==> src/rtl/alu_arbiter.sv <==
// alu_arbiter: lets two requesters share one 32-bit ALU (add/sub/and/or).
// Requests are granted round-robin. The granted operands go to the ALU for
// one cycle, and the registered result is returned on a per-requester
// response handshake. Requester 0 is the PC-increment path and requester 1
// is the execute stage.
module alu_arbiter #(
    parameter int WIDTH = 32
) (
    input  logic             clk,
    input  logic             rst,
    input  logic             req0_valid,
    input  logic             req1_valid,
    output logic             req0_ready,
    output logic             req1_ready,
    input  logic [WIDTH-1:0] req0_a,
    input  logic [WIDTH-1:0] req0_b,
    input  logic [WIDTH-1:0] req1_a,
    input  logic [WIDTH-1:0] req1_b,
    input  logic [3:0]       req0_op,
    input  logic [3:0]       req1_op,
    output logic             rsp0_valid,
    output logic             rsp1_valid,
    input  logic             rsp0_ready,
    input  logic             rsp1_ready,
    output logic [WIDTH-1:0] rsp0_data,
    output logic [WIDTH-1:0] rsp1_data,
    output logic             rsp0_zero,
    output logic             rsp1_zero,
    output logic             rsp0_err,
    output logic             rsp1_err,
    output logic [WIDTH-1:0] alu_a,
    output logic [WIDTH-1:0] alu_b,
    output logic [3:0]       alu_op,
    input  logic [WIDTH-1:0] alu_out,
    input  logic             alu_zero
);

    typedef enum logic [1:0] {
        IDLE,
        EXEC,
        RESP
    } state_t;

    localparam logic [3:0] OP_ADD = 4'b0000;
    localparam logic [3:0] OP_SUB = 4'b1000;
    localparam logic [3:0] OP_AND = 4'b0111;
    localparam logic [3:0] OP_OR  = 4'b0110;

    state_t           state;
    logic [WIDTH-1:0] a_q;
    logic [WIDTH-1:0] b_q;
    logic [3:0]       op_q;
    logic             gnt_q;
    logic             err_q;
    logic             prio_q;
    logic [WIDTH-1:0] data_q;
    logic             zero_q;

    logic             grant0;
    logic             grant1;
    logic             accept;
    logic [WIDTH-1:0] sel_a;
    logic [WIDTH-1:0] sel_b;
    logic [3:0]       sel_op;
    logic             sel_illegal;
    logic             rsp_done;
    logic             in_exec;
    logic             in_resp;

    // Grant decision: only in IDLE; a lone valid wins, a tie goes to the priority holder
    always_comb begin
        grant0      = 1'b0;
        grant1      = 1'b0;
        if (state == IDLE && !rst) begin
            grant0 = req0_valid && (!req1_valid || !prio_q);
            grant1 = req1_valid && (!req0_valid ||  prio_q);
        end
        accept      = grant0 || grant1;
        sel_a       = grant1 ? req1_a  : req0_a;
        sel_b       = grant1 ? req1_b  : req0_b;
        sel_op      = grant1 ? req1_op : req0_op;
        sel_illegal = !(sel_op == OP_ADD || sel_op == OP_SUB ||
                        sel_op == OP_AND || sel_op == OP_OR);
        rsp_done    = (state == RESP) && (gnt_q ? rsp1_ready : rsp0_ready);
    end

    // Sequencer: latch the request, run the ALU for one cycle, hold the response until taken
    always_ff @(posedge clk) begin
        if (rst) begin
            state  <= IDLE;
            a_q    <= '0;
            b_q    <= '0;
            op_q   <= '0;
            gnt_q  <= 1'b0;
            err_q  <= 1'b0;
            prio_q <= 1'b0;
            data_q <= '0;
            zero_q <= 1'b0;
        end else begin
            case (state)
                IDLE: begin
                    if (accept) begin
                        a_q   <= sel_a;
                        b_q   <= sel_b;
                        op_q  <= sel_op;
                        gnt_q <= grant1;
                        err_q <= sel_illegal;
                        state <= EXEC;
                    end
                end
                EXEC: begin
                    data_q <= err_q ? '0 : alu_out;
                    zero_q <= err_q ? 1'b0 : alu_zero;
                    state  <= RESP;
                end
                RESP: begin
                    if (rsp_done) begin
                        prio_q <= ~gnt_q;
                        state  <= IDLE;
                    end
                end
                default: state <= IDLE;
            endcase
        end
    end

    // Output drive: ALU port only in EXEC, response only toward the granted requester, all quiet in reset
    always_comb begin
        in_exec    = (state == EXEC) && !rst;
        in_resp    = (state == RESP) && !rst;
        req0_ready = grant0;
        req1_ready = grant1;
        alu_a      = in_exec ? a_q : '0;
        alu_b      = in_exec ? b_q : '0;
        alu_op     = (in_exec && !err_q) ? op_q : OP_ADD;
        rsp0_valid = in_resp && !gnt_q;
        rsp1_valid = in_resp &&  gnt_q;
        rsp0_data  = rsp0_valid ? data_q : '0;
        rsp1_data  = rsp1_valid ? data_q : '0;
        rsp0_zero  = rsp0_valid && zero_q;
        rsp1_zero  = rsp1_valid && zero_q;
        rsp0_err   = rsp0_valid && err_q;
        rsp1_err   = rsp1_valid && err_q;
    end

endmodule

==> config.mk <==
export PLATFORM = sky130hd
export DESIGN_NAME = alu_arbiter
export DESIGN_NICKNAME = d
export VERILOG_FILES = /design/src/rtl/alu_arbiter.sv
export SDC_FILE = /design/constraint.sdc
export NUM_CORES = 1
export LEC_CHECK = 0
export ABC_AREA = 1
export CAP_MARGIN = 5
export CORE_AREA = 2 2 124 126
export DETAILED_ROUTE_END_ITERATION = 12
export DIE_AREA = 0 0 126 128
export DONT_BUFFER_PORTS = 1
export SLEW_MARGIN = 20
export SYNTH_ARGS = -nofsm -noshare
export SYNTH_HDL_FRONTEND = slang
export SYNTH_SLANG_ARGS = --single-unit
==> constraint.sdc <==
create_clock -name clk -period 1.55 [get_ports clk]
set_input_delay 0.155 -clock clk [delete_from_list [all_inputs] [get_ports clk]]
set_output_delay 0.155 -clock clk [all_outputs]
set_load 0.02 [all_outputs]
# Yosys cells after proc, flatten, opt, wreduce, memory -nomap -nowiden
# Cells that the tools add are included.
[word_totals]
register_bits = 106
input_bits = 175
word_cells = 64
[classes]
eq_ne = 7
muxes = 16
n_bitwise = 1
n_reduce_logical = 31
[ops]
columns = ["op", "n"]
rows = [
  ["$mux W32", 7],
  ["$logic_and A1 B1 Y1", 13],
  ["$eq A4 B3 Y1 const B", 2],
  ["$mux W4", 2],
  ["$logic_not A1 Y1", 7],
  ["$logic_or A1 B1 Y1", 6],
  ["$pmux W2 S3", 1],
  ["$reduce_and A2 Y1", 3],
  ["$eq A4 B4 Y1 const B", 1],
  ["$logic_not A4 Y1", 1],
  ["$mux W1", 4],
  ["$mux W2", 2],
  ["$ne A2 B2 Y1 const B", 2],
  ["$eq A2 B1 Y1 const B", 1],
  ["$eq A2 B2 Y1 const B", 1],
  ["$logic_not A2 Y1", 1],
  ["$not A1 Y1", 1],
]

# Longest topological paths before layout
# Gate-level depths: netlist (run 1).
[depth]
word_depth = 10
ltp_mapped = 13
mapped_depth_nobuf = 11

# Worst setup path before layout (run 1)
# No wires, ideal clock.
[synth_path]
path_type = "flip-flop to output port"
from = "reg state[1]"
to = "out rsp1_data[0]"
t_arrival_ns = 1.796
setup_slack_ns = -0.401
path_stages_with_launch = 10
n_path_buf = 1
path_cell_list = "dfxtp_1 -> inv_1 -> nor2_1 -> inv_1 -> nor2_1 -> inv_1 -> nor2_1 -> clkinv_1 -> clkbuf_1 -> nor2_1"
[synth_via]
elab_chain_len = 4
[synth_rtl]
columns = ["item", "line", "text"]
rows = [
  ["from (decl)", "49", "state_t state;"],
  ["from (signal assigned)", "90", "state <= IDLE;"],
  ["from (signal assigned)", "108", "state <= EXEC;"],
  ["from (signal assigned)", "114", "state <= RESP;"],
  ["$eq A2 B2 Y1", "130", "in_resp = (state == RESP) && !rst;"],
  ["$logic_and A1 B1 Y1", "130", ""],
  ["$logic_and A1 B1 Y1", "137", "rsp1_valid = in_resp && gnt_q;"],
  ["net rsp1_valid", "22", "output logic rsp1_valid,"],
  ["$mux W32", "139", "rsp1_data = rsp1_valid ? data_q : '0;"],
  ["to (decl)", "26", "output logic [WIDTH-1:0] rsp1_data,"],
]
# The timed path passes the listed nets, and every way through them passes these cells.

# Worst setup path after layout (run 1)
[layout_path]
from = "reg state[1]"
to = "out rsp0_data[11]"
[layout_via]
elab_chain_len = 4
[layout_rtl]
columns = ["item", "line", "text"]
rows = [
  ["$eq A2 B2 Y1", "130", ""],
  ["$logic_and A1 B1 Y1", "130", ""],
  ["$logic_and A1 B1 Y1", "136", "rsp0_valid = in_resp && !gnt_q;"],
  ["$mux W32", "138", "rsp0_data = rsp0_valid ? data_q : '0;"],
  ["to (decl)", "25", "output logic [WIDTH-1:0] rsp0_data,"],
]
# Every way passes these cells.

==> results.ini, run 1 <==
[sta]
rsz0062_at_grt = yes
setup_viol = 210
min_period_ns = 1.969
tightest_slew_ns = 0.2781
skew_ns = 0.01042
max_slew_margin_pct = 81.46
fin_crit_sh_pct = 127.0
fin_ws_ns = -0.4189
slew_violations = 0
setup_tns_ns = -50.07
finalHoldViolCount = 98
max_freq_ghz = 0.5079
hold_slack_ns = -0.1284

[synth]
ys_seq_elements = 106
synth.avg_cell_area_sq_um = 6.272
netlist_area_sq_mm = 0.005438
synth_compound_area_share_pct = 17.65
ys_seq_area_share_pct = 39.02
synthAdderAreaFrac_pct = 0
synth-simple-area-share_pct = 29.50
synth-xor-area-share_pct = 0
synth_cells = 867
synth_top_family_by_area = simple AND/OR/NAND/NOR gates
muxShareOfSynthArea_pct = 0
ys_types = 24
ys_warn_count = 0
syn-num-nets = 1042

[worst_setup_path]
path_max_fanout = 8
r2r_slack_ns = -0.12
crit_path_start_kind = flop
rr_endpoint = a_q[26]$_SDFFE_PP0P_
critPathKind = reg2out
reg2reg_from = state[1]$_SDFFE_PP0P_
worstPathArrival_ns = 1.81
cp_top_family = buffers and inverters
cp.required_ns = 1.39
cp.depth = 11
cp_slowest_cell = dfxtp_2
crit_path_end_kind = output pin
crit_start = state[1]$_SDFFE_PP0P_
endpoint = rsp0_data[11]
reg2regPathDepth = 11
slowest_delay_ns = 0.34
path_cells = inv_2 > nor2_4 > inv_2 > nor2_2 > inv_2 > nor2_4 > clkinv_4 > buf_12 > buf_16 > nor2_4 > buf_6
critPathBufInv = 7

[outcome]
outcome = finished with violations
violations = hold timing, setup timing

[clock_network]
clkTransAtPathRegs_ns = 0.08
root_buffer = clkbuf_16
insertion_delay_ns = 0.36
cts-htree-levels = 3
postCtsHoldBufs = 2
cts_tree = built
clk_path_buf_depth = 2
numClockSinks = 106
cts_buffers = 9

[die]
core_sq_mm = 0.01486
die_x_microns = 126
initial_utilization_pct = 36.58
ios = 315
rows = 45
die_y_microns = 128
design.die.area_sq_mm = 0.01613

[pwr]
power.leakage_nw = 3.465
totalPowerFinal_mw = 7.598
p_switching_mw = 2.430
power_frac_clock_pct = 31.9
power.density_mw_per_mm2 = 792.7
comb_power_share_pct = 27.9
ir_worst_vdd_mv = 0.6814
seq_power_share_pct = 40.2
switching_share_pct = 31.98
power.internal_mw = 5.169

[routing]
drc = 0
drt-initial-drc-count = 369
drt_first_pass_iters = 5
wl_per_cell_microns = 17.17
postRouteAntennaNets = 0
drt-total-wl_microns = 21050
via_per_inst = 5.064
via_count = 6209

[global_routing]
grt_max_degree = 101
grt_pass1_vias = 5573
grt_first_pass_wirelength_microns = 29870
antenna_found_initial = 1
grt_use_total_pct = 23.59
overflow = 0

[finish]
design_area_sq_mm = 0.009585
syn2layout_area_growth_pct = 76.28
final_layout_size_suffix_gt1_share_pct = 39.54
n_fill_cell = 1235
fin_nets = 1207
utilization_pct = 64.49

[run]
drv_cap = 0

[placement]
place_congestion = 0.7934
hpwl_microns = 12560
dpl-instance-area_sq_mm = 0.007392
io_buffers = 0

[min_path]
hold_path.class = in2reg

[power groups by stage]
stage / registers (mW) / logic (mW) / clock network, mW
global route: 3.08 / 2.29 / 2.58
CTS: 3.05 / 1.90 / 2.46
global placement: 3.10 / 1.44 / 0
finish: 3.05 / 2.12 / 2.42
detailed placement: 3.11 / 1.45 / 0
floorplan: 3.09 / 1.06 / 0
[metal layers]
| layer | GRT usage (%) | routed length (microns) | up-vias |
|---|---|---|---|
| li1 | - | - | 3043 |
| met1 | 27.75 | 8304 | 2868 |
| met2 | 42.22 | 10680 | 272 |
| met3 | 5.426 | 1546 | 26 |
| met4 | 8.145 | 516 | 0 |
| met5 | 0 | 0 | - |
[cells in the final DEF (no fill, tap or decap), types with 3 or more instances in the layout]
master,instances
buf_12,21
nand2_2,4
buf_4,64
o31ai_1,34
nor2_1,115
buf_16,16
dfxtp_1,104
nor2_4,142
buf_6,103
clkbuf_16,17
a21oi_1,69
nand2_1,88
o21ai_0,25
o21ai_1,39
inv_2,3
nand3_1,35
inv_1,112
o21ai_2,4
nor2_2,18
[Yosys cell counts]
cell type | count | area, sq um
nor2_1 | 271 | 1017
inv_1 | 116 | 435.4
dfxtp_1 | 106 | 2122
nand2_1 | 92 | 345.3
a21oi_1 | 70 | 350.3
o21ai_0 | 40 | 200.2
nand3_1 | 35 | 175.2
o31ai_1 | 34 | 255.2
clkbuf_1 | 32 | 120.1
o21ai_1 | 28 | 140.1
buf_2 | 14 | 70.07
buf_1 | 6 | 22.52
buf_4 | 5 | 37.54
buf_6 | 4 | 45.04
clkinv_1 | 3 | 11.26
nor2_2 | 2 | 12.51
nor2_4 | 2 | 22.52
a211oi_1 | 1 | 7.510
inv_2 | 1 | 3.750
inv_4 | 1 | 6.260
nand2_2 | 1 | 6.260
nand3_4 | 1 | 17.52
nand3b_1 | 1 | 7.510
o22ai_1 | 1 | 6.260
[state kept, by name (all words and copies together) (netlist names)]
signal	count
zero_q	1
b_q	32
prio_q	1
state	2
op_q	4
a_q	32
err_q	1
gnt_q	1
data_q	32
[per-stage QoR]
step,instances,setup WS [ns]
finish,1226,-0.4189
global route,1226,-0.4917
CTS,1208,-0.4005
detailed placement,1162,-0.07718
global placement,1162,-0.02443
floorplan,867,-0.09179
[cell families (layout without fill, tap and decap cells)]
family / Yosys count / in the layout
simple gates: 405 / 405
flops: 106 / 106
compound gates: 174 / 174
buf+inv: 182 / 352
other cells: 0 / 1
[what timing repair did]
| action | in CTS | in global routing |
|---|---|---|
| cloned | 15 | 9 |
| pin swaps | 6 | 22 |
| setup buffers | 14 | 9 |
| gates resized for setup | 195 | 109 |
| endpoints found under the setup margin | 164 | 209 |
| hold endpoints to repair | 101 | 98 |
[final cells by class]
class                      instances  area (sq um)  share of cell area, %
antenna                            1         2.502                0.02611
clock buffer                      10         239.0                  2.493
clock inverter                     6         73.82                 0.7701
inverter                         121         476.7                  4.973
multi-input combinational        579          3697                  38.57
sequential                       106          2125                  22.16
tap                              188         235.2                  2.454
timing repair buffer             215          2736                  28.55
[how the worst min path moves through the flow]
stage	start	to	slack (ns)	depth (start not counted)
after floorplan	alu_out[0]	data_q[0]$_SDFFE_PP0N_	0.30	2
after global placement	rst	a_q[6]$_SDFFE_PP0P_	0.23	1
after detailed placement	rst	a_q[16]$_SDFFE_PP0P_	0.24	1
after CTS	rst	a_q[16]$_SDFFE_PP0P_	-0.15	1
after global routing	rst	a_q[18]$_SDFFE_PP0P_	-0.14	1
final	rst	a_q[16]$_SDFFE_PP0P_	-0.13	1
(Power assumes the default switching activity.)
==> inputs of run 2 (changes only) <==
--- a/config.mk
+++ b/config.mk
@@ -7,10 +7,11 @@
 export LEC_CHECK = 0
 export ABC_AREA = 1
 export CAP_MARGIN = 5
-export CORE_AREA = 2 2 124 126
+export CORE_AREA = 2 2 123 125
 export DETAILED_ROUTE_END_ITERATION = 12
-export DIE_AREA = 0 0 126 128
+export DIE_AREA = 0 0 125 127
 export DONT_BUFFER_PORTS = 1
+export HOLD_SLACK_MARGIN = 0.08
 export SLEW_MARGIN = 20
 export SYNTH_ARGS = -nofsm -noshare
 export SYNTH_HDL_FRONTEND = slang
==> constraint.sdc (replaced) <==
create_clock -name clk -period 2.3 [get_ports clk]
set_input_delay 0.23 -clock clk [delete_from_list [all_inputs] [get_ports clk]]
set_output_delay 0.23 -clock clk [all_outputs]
set_load 0.02 [all_outputs]
==> results.ini, run 2 (synthesized netlist as in run 1, its figures left out) <==
[die]
die_y_microns = 127
rows = 44
design.die.area_sq_mm = 0.01588
initial_utilization_pct = 37.70
die_x_microns = 125
ios = 315
core_sq_mm = 0.01442

[routing]
top_layer = met4
postRouteAntennaNets = 0
drt-initial-drc-count = 247
routed-wl-met2_microns = 8367
wl_met1_microns = 7449
drt_first_pass_iters = 5
drc = 0
via_count = 5797
via_per_inst = 4.775
drt-total-wl_microns = 17260
wl_met3_microns = 1157
wl_per_cell_microns = 14.22

[finish]
final_common_cell = nor2_1
final_layout_size_suffix_gt1_share_pct = 17.49
largestRegisters = a_q: 32 flops, b_q: 32 flops, data_q: 32 flops
fin_nets = 1199
design_area_sq_mm = 0.007433
syn2layout_area_growth_pct = 36.70
layout_common_cells = 269 x nor2_1, 148 x buf_4, 115 x inv_1, 106 x dfxtp_1, 92 x nand2_1

[clock_network]
cts_tree = built
cts-htree-levels = 3
insertion_delay_ns = 0.35
cts_buffers = 9
clkTransAtPathRegs_ns = 0.07
numClockSinks = 106
clk_path_buf_depth = 2
root_buffer = clkbuf_16

[sta]
hold_slack_ns = 0.09363
finalHoldViolCount = 0
fin_ws_ns = 0.1785
fin_crit_sh_pct = 92.24
tightest_slew_ns = 0.6800
min_period_ns = 2.121
setup_tns_ns = 0
max_freq_ghz = 0.4714
skew_ns = 0.006292
rsz0062_at_grt = yes
setup_viol = 0
max_slew_margin_pct = 54.67
slew_violations = 0

[placement]
dpl-instance-area_sq_mm = 0.006536
pre_cts_ws_ns = 0.4609
hpwl_microns = 11810
place_congestion = 0.8063
io_buffers = 0

[pwr]
ir_worst_vdd_mv = 0.2917
power.density_mw_per_mm2 = 611.0
power.leakage_nw = 3.008

[worst_setup_path]
crit_path_end_kind = output pin
worstPathArrival_ns = 1.89
critPathKind = reg2out
cp.required_ns = 2.07
crit_path_start_kind = flop
reg2reg_from = state[1]$_SDFFE_PP0P_
crit_start = state[1]$_SDFFE_PP0P_
path_max_fanout = 23

[global_routing]
grt_pass1_vias = 5266
grt_max_degree = 100
overflow = 0
antenna_found_initial = 0
grt_use_total_pct = 20.36
grt_first_pass_wirelength_microns = 26270

[outcome]
outcome = completed

[min_path]
holdCritStartpoint = req1_a[8]
hold_path.class = in2reg

[run]
drv_cap = 0

run 2: cell count changes in the layout (fill, tap and decap cells not counted), moves of 20 or more:
cell,before,now
nor2_1,115,269
nor2_4,142,3
buf_6,103,3
buf_4,64,148
dlygate4sd3_1,2,54
buf_12,21,1
run 2: repair_timing:
action / CTS / global route
setup buffers: 0 / 0
endpoints found under the setup margin: 0 / 68
resized for setup: 0 / 4
hold buffers: 55 / 0
hold endpoints to repair: 100 / 0
run 2: routing by layer:
| layer | vias up | track usage [%] |
|---|---|---|
| met3 | 17 | 4.397 |
| li1 | 3006 | - |
| met4 | 0 | 6.993 |
| met2 | 216 | 35.58 |
| met5 | - | 0 |
| met1 | 2558 | 24.93 |
run 2: worst max-delay path, stage by stage (launching register included):
cell      delay [ns]
dfxtp_1         0.35
inv_1           0.10
nor2_2          0.11
inv_1           0.06
nor2_1          0.09
inv_1           0.06
nor2_1          0.15
clkinv_1        0.13
buf_6           0.19
nor2_1          0.14
buf_4           0.16
run 2: area by class of cell:
cell class | count | area (sq um)
multi-input combinational | 579 | 2574
timing repair buffer | 207 | 1733
tap | 184 | 230.2
clock inverter | 6 | 73.82
clock buffer | 10 | 239.0
sequential | 106 | 2122
inverter | 121 | 459.2
fill | 1423 | 6990
antenna | 1 | 2.502
run 2: final timing paths:
kind / end / slack (ns) / cells past startpoint
max: rsp0_data[11] / 0.18 / 10
min: a_q[8]$_SDFFE_PP0P_ / 0.09 / 2
max reg2reg: b_q[31]$_SDFFE_PP0P_ / 0.36 / 7
min reg2reg: a_q[19]$_SDFFE_PP0P_ / 0.46 / 2
run 2: per-stage QoR:
stage	instances	power, mW	utilization (%)
floorplan	867	2.707	-
global placement	1142	2.856	45.30
detailed placement	1142	2.867	45.32
CTS	1213	4.594	51.42
global route	1213	4.785	51.52
finish	1214	4.541	51.54
run 2: power breakdown:
part / switching, mW / internal (mW) / total (mW) / leakage [nW]
Combinational: 0.564 / 0.316 / 0.880 / 1.99
Sequential: 0.0647 / 1.99 / 2.06 / 0.866
Clock: 0.716 / 0.888 / 1.60 / 0.154
Total: 1.35 / 3.20 / 4.54 / 3.01
==> inputs of run 3 (changes only) <==
--- a/config.mk
+++ b/config.mk
@@ -12,7 +12,6 @@
 export DIE_AREA = 0 0 125 127
 export DONT_BUFFER_PORTS = 1
 export HOLD_SLACK_MARGIN = 0.08
-export SLEW_MARGIN = 20
 export SYNTH_ARGS = -nofsm -noshare
 export SYNTH_HDL_FRONTEND = slang
 export SYNTH_SLANG_ARGS = --single-unit
==> results.ini, run 3 (synthesized netlist as in run 1, its figures left out) <==
[finish]
layout_common_cells = 266 x nor2_1, 150 x buf_4, 114 x inv_1, 106 x dfxtp_1, 92 x nand2_1
largestRegisters = a_q: 32 flops, b_q: 32 flops, data_q: 32 flops
final_common_cell = nor2_1
n_fill_cell = 1464
design_area_sq_mm = 0.007337
multiInputGateArea_sq_mm = 0.002581
fin_nets = 1191
final_layout_size_suffix_gt1_share_pct = 18.02
syn2layout_area_growth_pct = 34.93
regArea_sq_mm = 0.002122

[worst_setup_path]
critPathKind = reg2out
worstPathArrival_ns = 1.86
cp.required_ns = 2.07
path_max_fanout = 34
crit_path_start_kind = flop
crit_path_end_kind = output pin

[placement]
dpl-instance-area_sq_mm = 0.006534
hpwl_microns = 11740
place_congestion = 0.8063
io_buffers = 0

[clock_network]
root_buffer = clkbuf_16
cts-htree-levels = 3
clkTransAtPathRegs_ns = 0.07
insertion_delay_ns = 0.34
cts_buffers = 9
clk_path_buf_depth = 2
cts_tree = built
numClockSinks = 106

[sta]
fin_crit_sh_pct = 90.97
max_slew_margin_pct = 55.66
finalHoldViolCount = 0
skew_ns = 0.006456
slew_violations = 0
tightest_slew_ns = 0.6651
min_period_ns = 2.092
setup_viol = 0
max_freq_ghz = 0.4779

[die]
ios = 315
die_x_microns = 125
rows = 44
initial_utilization_pct = 37.70
core_sq_mm = 0.01442
design.die.area_sq_mm = 0.01588
die_y_microns = 127

[global_routing]
antenna_found_initial = 0
grt_first_pass_wirelength_microns = 25930
grt_pass1_vias = 5204
grt_use_total_pct = 20.05
grt_max_degree = 100
overflow = 0

[outcome]
outcome = completed

[routing]
drt_first_pass_iters = 5
wl_per_cell_microns = 14.11
postRouteAntennaNets = 0
via_per_inst = 4.722
drt-total-wl_microns = 17010
via_count = 5695
drc = 0
drt-initial-drc-count = 212

[min_path]
hold_path.class = in2reg

[pwr]
power.leakage_nw = 2.955
power.density_mw_per_mm2 = 606.8
ir_worst_vdd_mv = 0.2920
totalPowerFinal_mw = 4.452

[run]
drv_cap = 0

run 3: changes by cell type in the layout (fill, tap and decap cells not counted), moves of 2 or more:
cell,change
dlygate4sd3_1,-9
clkinv_4,-3
clkinvlp_4,+3
nor2_1,-3
nor2_2,+3
buf_4,+2
run 3: final cells by class:
cell class / count / share of cell area (%)
Clock inverter: 6 / 0.9038
Clock buffer: 10 / 3.121
Antenna cell: 1 / 0.03411
Sequential cell: 106 / 28.92
Inverter: 121 / 6.259
Multi-Input combinational cell: 579 / 35.18
Timing Repair Buffer: 199 / 22.44
Tap cell: 184 / 3.138
run 3: repair_timing:
action	CTS	global route
setup endpoints to repair	64	69
buffers inserted	0	1
hold endpoints to repair	100	0
pin swaps	0	2
gates resized for setup	1	7
hold buffers	46	0
run 3: per-stage QoR:
stage	worst slack (ns)	hold slack, ns	cells	util [%]	setup TNS (ns)
2_1_floorplan	0.2745	0.3739	867	-	0
3_3_place_gp	0.3528	0.3096	1142	45.30	0
3_5_place_dp	0.3271	0.3125	1142	45.30	0
4_1_cts	0.1542	0.08043	1204	50.68	0
5_1_grt	-0.003277	0.09141	1205	50.85	-0.003277
6_report	0.2076	0.09265	1206	50.87	0
run 3: critical path: stages, from the launching register on:
cell and delay (ns):
dfxtp_1 0.37, inv_1 0.12, nor2_2 0.19, buf_4 0.37, nand2_1 0.17, nor2_1 0.12
buf_4 0.16
run 3: report_power, final:
part           leakage (nW)  internal (mW)  switching [mW]
Clock                 0.135          0.847           0.683
Sequential            0.866           1.99          0.0648
Combinational          1.95          0.306           0.559
run 3: path summary, 6_finish.rpt:
kind	cells past startpoint	from	to	slack, ns
worst max-delay path	6	state[0]$_SDFFE_PP0P_	alu_op[3]	0.21
worst min-delay path	2	req1_b[7]	b_q[7]$_SDFFE_PP0P_	0.09
worst max register to register	6	prio_q$_SDFFE_PP0P_	b_q[31]$_SDFFE_PP0P_	0.50
worst min register to register	2	a_q[3]$_SDFFE_PP0P_	a_q[3]$_SDFFE_PP0P_	0.46
run 3: metal layers:
layer | share of wire [%] | global-route usage (%)
met1 | 42 | 24.56
met5 | 0 | 0
met4 | 1.3 | 5.752
met3 | 6.9 | 4.564
met2 | 49 | 35.42
